### src/rtl/out_mem_uart_dump.sv
// out_mem_uart_dump: streams an output image over a UART (8N1, LSB first).
// Stream = 0xA5, W lo, W hi, H lo, H hi, then W*H pixel bytes taken four
// per 32-bit memory word (lane 0 first). One memory read serves four pixels.
module out_mem_uart_dump #(
  parameter int AW       = 10,
  parameter int BAUD_DIV = 434
) (
  input  logic          clk_50,
  input  logic          rst_n,
  input  logic          start,
  input  logic [15:0]   i_out_w,
  input  logic [15:0]   i_out_h,
  output logic [AW-1:0] mem_raddr,
  input  logic [31:0]   mem_rdata,
  output logic          tx,
  output logic          busy,
  output logic          done,
  output logic          err,
  output logic [31:0]   o_byte_count
);

  typedef enum logic [2:0] {IDLE, HDR, FETCH, WAIT, SEND, FIN} state_t;

  // Largest pixel count the memory can hold (4 bytes per word).
  localparam logic [32:0] MAX_N     = 33'd4 << AW;
  localparam logic [15:0] BAUD_LAST = 16'(BAUD_DIV - 1);

  state_t        state_q, state_d;
  logic [31:0]   idx_q, idx_d;
  logic [2:0]    hdr_q, hdr_d;
  logic [AW-1:0] raddr_q, raddr_d;
  logic          err_q, err_d;
  logic [31:0]   cnt_q, cnt_d;

  // Image geometry and the current memory word; no reset needed.
  logic [15:0]   w_q, h_q;
  logic [31:0]   n_q;
  logic [31:0]   hold_q;

  // Serializer state.
  logic [9:0]    sh_q;
  logic [3:0]    bit_q;
  logic [15:0]   baud_q;
  logic          sbusy_q;

  logic          accept;
  logic          ld;
  logic [7:0]    ld_byte;
  logic          ser_done;
  logic [31:0]   n_calc;
  logic          size_bad;
  logic [31:0]   idx_inc;

  function automatic logic [7:0] lane_byte(input logic [31:0] word, input logic [1:0] lane);
    case (lane)
      2'd0:    lane_byte = word[7:0];
      2'd1:    lane_byte = word[15:8];
      2'd2:    lane_byte = word[23:16];
      default: lane_byte = word[31:24];
    endcase
  endfunction

  function automatic logic [7:0] hdr_byte(input logic [2:0] i, input logic [15:0] w,
                                          input logic [15:0] h);
    case (i)
      3'd0:    hdr_byte = 8'hA5;
      3'd1:    hdr_byte = w[7:0];
      3'd2:    hdr_byte = w[15:8];
      3'd3:    hdr_byte = h[7:0];
      default: hdr_byte = h[15:8];
    endcase
  endfunction

  assign n_calc   = 32'(i_out_w) * 32'(i_out_h);
  assign size_bad = (n_calc == 32'd0) || ({1'b0, n_calc} > MAX_N);
  assign idx_inc  = idx_q + 32'd1;
  assign ser_done = sbusy_q && (baud_q == BAUD_LAST) && (bit_q == 4'd9);

  // Control state register.
  always_ff @(posedge clk_50 or negedge rst_n) begin
    if (!rst_n) begin
      state_q <= IDLE;
      idx_q   <= '0;
      hdr_q   <= '0;
      raddr_q <= '0;
      err_q   <= 1'b0;
      cnt_q   <= '0;
    end else begin
      state_q <= state_d;
      idx_q   <= idx_d;
      hdr_q   <= hdr_d;
      raddr_q <= raddr_d;
      err_q   <= err_d;
      cnt_q   <= cnt_d;
    end
  end

  // Next-state logic; a new byte is loaded in the cycle the previous stop bit
  // ends so frames run back-to-back except across a word fetch.
  always_comb begin
    state_d = state_q;
    idx_d   = idx_q;
    hdr_d   = hdr_q;
    raddr_d = raddr_q;
    err_d   = err_q;
    cnt_d   = cnt_q;
    accept  = 1'b0;
    ld      = 1'b0;
    ld_byte = 8'h00;
    if (ser_done) cnt_d = cnt_q + 32'd1;
    case (state_q)
      IDLE: begin
        if (start) begin
          accept  = 1'b1;
          err_d   = size_bad;
          cnt_d   = '0;
          hdr_d   = '0;
          state_d = size_bad ? FIN : HDR;
        end
      end
      HDR: begin
        if (!sbusy_q || ser_done) begin
          if (hdr_q < 3'd5) begin
            ld      = 1'b1;
            ld_byte = hdr_byte(hdr_q, w_q, h_q);
            hdr_d   = hdr_q + 3'd1;
          end else begin
            state_d = FETCH;
            idx_d   = '0;
            raddr_d = '0;
          end
        end
      end
      FETCH: state_d = WAIT;
      WAIT:  state_d = SEND;
      SEND: begin
        if (!sbusy_q) begin
          ld      = 1'b1;
          ld_byte = lane_byte(hold_q, idx_q[1:0]);
        end else if (ser_done) begin
          if (idx_q == n_q - 32'd1) begin
            state_d = FIN;
          end else begin
            idx_d = idx_inc;
            if (idx_inc[1:0] == 2'b00) begin
              state_d = FETCH;
              raddr_d = idx_inc[AW+1:2];
            end else begin
              ld      = 1'b1;
              ld_byte = lane_byte(hold_q, idx_inc[1:0]);
            end
          end
        end
      end
      FIN:     state_d = IDLE;
      default: state_d = IDLE;
    endcase
  end

  // Latch geometry on an accepted start and capture the fetched word in WAIT.
  always_ff @(posedge clk_50) begin
    if (accept) begin
      w_q <= i_out_w;
      h_q <= i_out_h;
      n_q <= n_calc;
    end
    if (state_q == WAIT) hold_q <= mem_rdata;
  end

  // UART serializer: 10-bit frame shifted out LSB first, BAUD_DIV cycles per bit.
  always_ff @(posedge clk_50 or negedge rst_n) begin
    if (!rst_n) begin
      sh_q    <= '1;
      bit_q   <= '0;
      baud_q  <= '0;
      sbusy_q <= 1'b0;
    end else if (ld) begin
      sh_q    <= {1'b1, ld_byte, 1'b0};
      bit_q   <= '0;
      baud_q  <= '0;
      sbusy_q <= 1'b1;
    end else if (sbusy_q) begin
      if (baud_q == BAUD_LAST) begin
        baud_q <= '0;
        sh_q   <= {1'b1, sh_q[9:1]};
        if (bit_q == 4'd9) sbusy_q <= 1'b0;
        else               bit_q   <= bit_q + 4'd1;
      end else begin
        baud_q <= baud_q + 16'd1;
      end
    end
  end

  assign tx           = sh_q[0];
  assign busy         = (state_q == HDR) || (state_q == FETCH) ||
                        (state_q == WAIT) || (state_q == SEND);
  assign done         = (state_q == FIN);
  assign err          = err_q;
  assign o_byte_count = cnt_q;
  assign mem_raddr    = raddr_q;

endmodule

### config.mk
export PLATFORM = sky130hd
export DESIGN_NAME = out_mem_uart_dump
export DESIGN_NICKNAME = d
export VERILOG_FILES = /design/src/rtl/out_mem_uart_dump.sv
export SDC_FILE = /design/constraint.sdc
export NUM_CORES = 1
export LEC_CHECK = 0
export BUFFER_PORTS_ARGS = -buffer_cell sky130_fd_sc_hd__buf_2
export CORE_ASPECT_RATIO = 1.25
export CORE_MARGIN = 10
export CORE_UTILIZATION = 55
export DETAILED_ROUTE_END_ITERATION = 7
export HOLD_SLACK_MARGIN = 0.05
export PLACE_DENSITY_LB_ADDON = 0.08
export SLEW_MARGIN = 20
export SYNTH_ARGS = -nofsm -noshare
export SYNTH_HDL_FRONTEND = slang
export SYNTH_SLANG_ARGS = --single-unit
### constraint.sdc
create_clock -name clk_50 -period 10 [get_ports clk_50]
set_input_delay 1.5 -clock clk_50 [delete_from_list [all_inputs] [get_ports clk_50]]
set_output_delay 1.5 -clock clk_50 [all_outputs]
set_load 0.01 [all_outputs]
==> flow_summary_export.csv <==
group,metric,value,unit
finish,utilization,60.2,%
clocking,htreeDepth,1,
clocking,cts_resized,0,
clocking,cts_tree,"yes",
logic_synthesis,synth_top_area_share,20.2,%
logic_synthesis,synth_top_family_by_area,"adder cells",
logic_synthesis,synth_common_cells,"inv_1, nand2_1, fa_1",
sta,finalCritPeriodShare,78.1,%
die,die_h,229,um
detailed_routing,routed_wl,49600,um
finish,drive_gt1_share,8.65,%
run_status,status,"complete, no violations",
grt,grt_first_pass_wirelength,80500,um
worst_setup_path,startpoint_type,"input pin",
worst_setup_path,cp-startpoint,"i_out_h[13]",
grt,grt_max_degree,72,
clocking,cts_buffers,21,
grt,antenna_found_initial,0,
detailed_routing,drc_errors,0,
die,core_area,34500,um2
logic_synthesis,synth.top_cells.by_area,"fa_1, edfxtp_1, dfrtp_1",
power,powerDensity,320,nW/um2
logic_synthesis,synth_most_common_cell,"inv_1",
logic_synthesis,synth-xor-area-share,5.06,%
sta,worst_slack,2190,ps
power,sequentialPowerShare,17.6,%
sta,setup_viol_count_final,0,
min_path,hold_start,"sh_q[0]",
worst_setup_path,critical_path_class,"input pin to flop",
grt,track_usage,22.9,%
grt,grt_pass1_vias,15337,
sta,rsz0062_at_grt,"no",
clocking,clk_pin_slew,70,ps
place,pre_cts_slack,1670,ps
sta,fmaxAchievable,0.128,GHz
finish,syn_to_final_growth,8.27,%
logic_synthesis,synth.largest_area_cell,"fa_1",
flow_run,maxCapViolations,0,
die,fp.dieArea,42800,um2
clocking,cts_setup_buffers,0,
worst_setup_path,critPathArrivalTime,8200,ps
die,die_w,187,um
place,dpl.hpwl,38200,um
power,internal_power,3.47,mW
worst_setup_path,reg2reg_from,"n_q[2]",
power,switchingPower,3.19,mW
power,p_comb_share,70.4,%
die,placementRows,76,
logic_synthesis,synth_warnings,0,
detailed_routing,wire_per_inst,19.3,um
grt,grt-ovfl-total,0,
sta,fin_skew,17.8,ps
sta,tightestPinTransition,989,ps
sta,max_slew_margin,33.6,%
logic_synthesis,ys_seq_area_share,29.5,%
logic_synthesis,synth_mux_area_share,0.430,%
clocking,cts_sinks,207,
logic_synthesis,async_flop_share,53.6,%
place,place_congestion,0.855,
logic_synthesis,ys_ff_latch,207,
logic_synthesis,synthSimpleGateAreaFrac,19.7,%
detailed_routing,drt_pass1_iterations,6,
die,io_pins,113,
sta,finalMaxSlewViolations,0,
finish,finalNetCount,2470,
sta,tns,0,ps
logic_synthesis,synth-compound-area-share,10.6,%
logic_synthesis,syn-num-nets,2408,
detailed_routing,ant_nets,0,
die,start_util,55.6,%
place,port_buffers,112,
clocking,root_buffer,"clkbuf_16",
detailed_routing,first_iter_violations,1113,
power,clockPowerShare,12.0,%
worst_setup_path,crit_required,10390,ps
sta,hold_viol,0,
power,leakage,9.43,nW
logic_synthesis,netlist_area,19200,um2
logic_synthesis,syn_inst,2027,
power,p_total,6.66,mW
logic_synthesis,ys.flop_type,"dfrtp_1",
clocking,clock_latency,530,ps
power,ir_worst_vdd,0.418,mV
min_path,hp-class,"flop to flop",
clocking,cts_max_path_buffers,3,
worst_setup_path,crit_path_max_fanout,17,
detailed_routing,vias,15023,
logic_synthesis,synth_edf_count,96,
clocking,cts_hold_buf,0,
sta,min_period,7810,ps
logic_synthesis,avgSynthCellArea,9.47,um2
detailed_routing,viasPerCell,5.84,
logic_synthesis,synth_fa_ha_area_share,28.0,%
logic_synthesis,ys_types,82,
power,switching_share,47.9,%
worst_setup_path,cp-end-kind,"flop",
## routing by layer
| metal | part of all wire (%) | GRT usage [%] | vias up |
|---|---|---|---|
| li1 | - | - | 6940 |
| met1 | 39 | 27.4 | 7548 |
| met4 | 3.6 | 8.83 | 0 |
| met5 | 0 | 0 | - |
| met3 | 4.6 | 2.05 | 90 |
| met2 | 52 | 41.7 | 445 |
## registers in the layout, summed over array words and instances, names as in the netlist
signal	flops
baud_q	16
bit_q	4
err	1
h_q	16
hdr_q	3
hold_q	32
idx_q	32
mem_raddr	10
n_q	32
o_byte_count	32
sbusy_q	1
sh_q	9
state_q	3
w_q	16
## worst max-delay path, cell delays in order
cell and delay, ps:
buf_2 330, nand2_1 150, fa_1 540, fa_1 560, inv_1 60, fa_1 500, fa_1 520, fa_1 550
inv_1 50, fa_1 520, inv_1 40, ha_1 400, and4_1 240, o21ai_0 90, o211ai_1 340, nor2_1 110
xnor2_1 160, or4_1 510, a2111oi_0 300, nand4b_1 130, o31a_1 290, or3_1 310
## metrics by stage
| stage | instances | area, um2 | hold slack (ps) |
|---|---|---|---|
| after detailed placement | 2534 | 20100 | 460 |
| after CTS | 2572 | 20800 | 469 |
| after global placement | 2534 | 20100 | 456 |
| final | 2573 | 20800 | 466 |
| after floorplan | 2027 | 19200 | 448 |
| after global routing | 2572 | 20800 | 505 |
## power groups by stage
stage	registers [mW]	logic, mW	clock network (mW)
3_5_place_dp	1.19	4.70	0
3_3_place_gp	1.19	4.65	0
6_report	1.17	4.68	0.800
4_1_cts	1.17	4.73	0.818
5_1_grt	1.18	5.30	0.848
2_1_floorplan	1.19	3.46	0
## final timing paths
path	slack (ps)	end	cells after the start
setup / recovery	2190	state_q[2]	22
hold / removal	470	sh_q[0]	2
setup reg to reg	5240	mem_raddr[5]	11
hold reg to reg	470	sh_q[0]	2
max in group asynchronous	7710	baud_q[7]	2
min in group asynchronous	970	o_byte_count[26]	1
## logic make-up (layout without fill, tap and decap cells)
family,count (synthesis),count (layout)
muxes,8,8
and+or+nand+nor,742,742
buffers and inverters,331,408
xor gates and xnor gates,111,111
AOI/OAI and AO/OA,314,314
DFF,207,207
other,0,1
adders and majority gates,314,314
## cell type report
class / instances / area [um2]
inverter: 250 / 938
antenna: 1 / 2.50
fill: 3098 / 13700
multi-input combinational: 1489 / 12300
timing repair buffer: 120 / 623
tap: 468 / 586
sequential: 207 / 5670
clock inverter: 10 / 78.8
clock buffer: 28 / 614
## cell usage in the layout, fill, tap and decap left out, types with 74 or more instances in the layout
master    Yosys  final
ha_1        120    120
and2_1      132    132
dfrtp_1     102    102
inv_1       250    250
a21oi_1      83     83
nor2_1      112    112
edfxtp_1     96     96
fa_1        194    194
nand2_1     242    242
buf_2         7    111
o21ai_0      74     74
(Power assumes the default switching activity.)
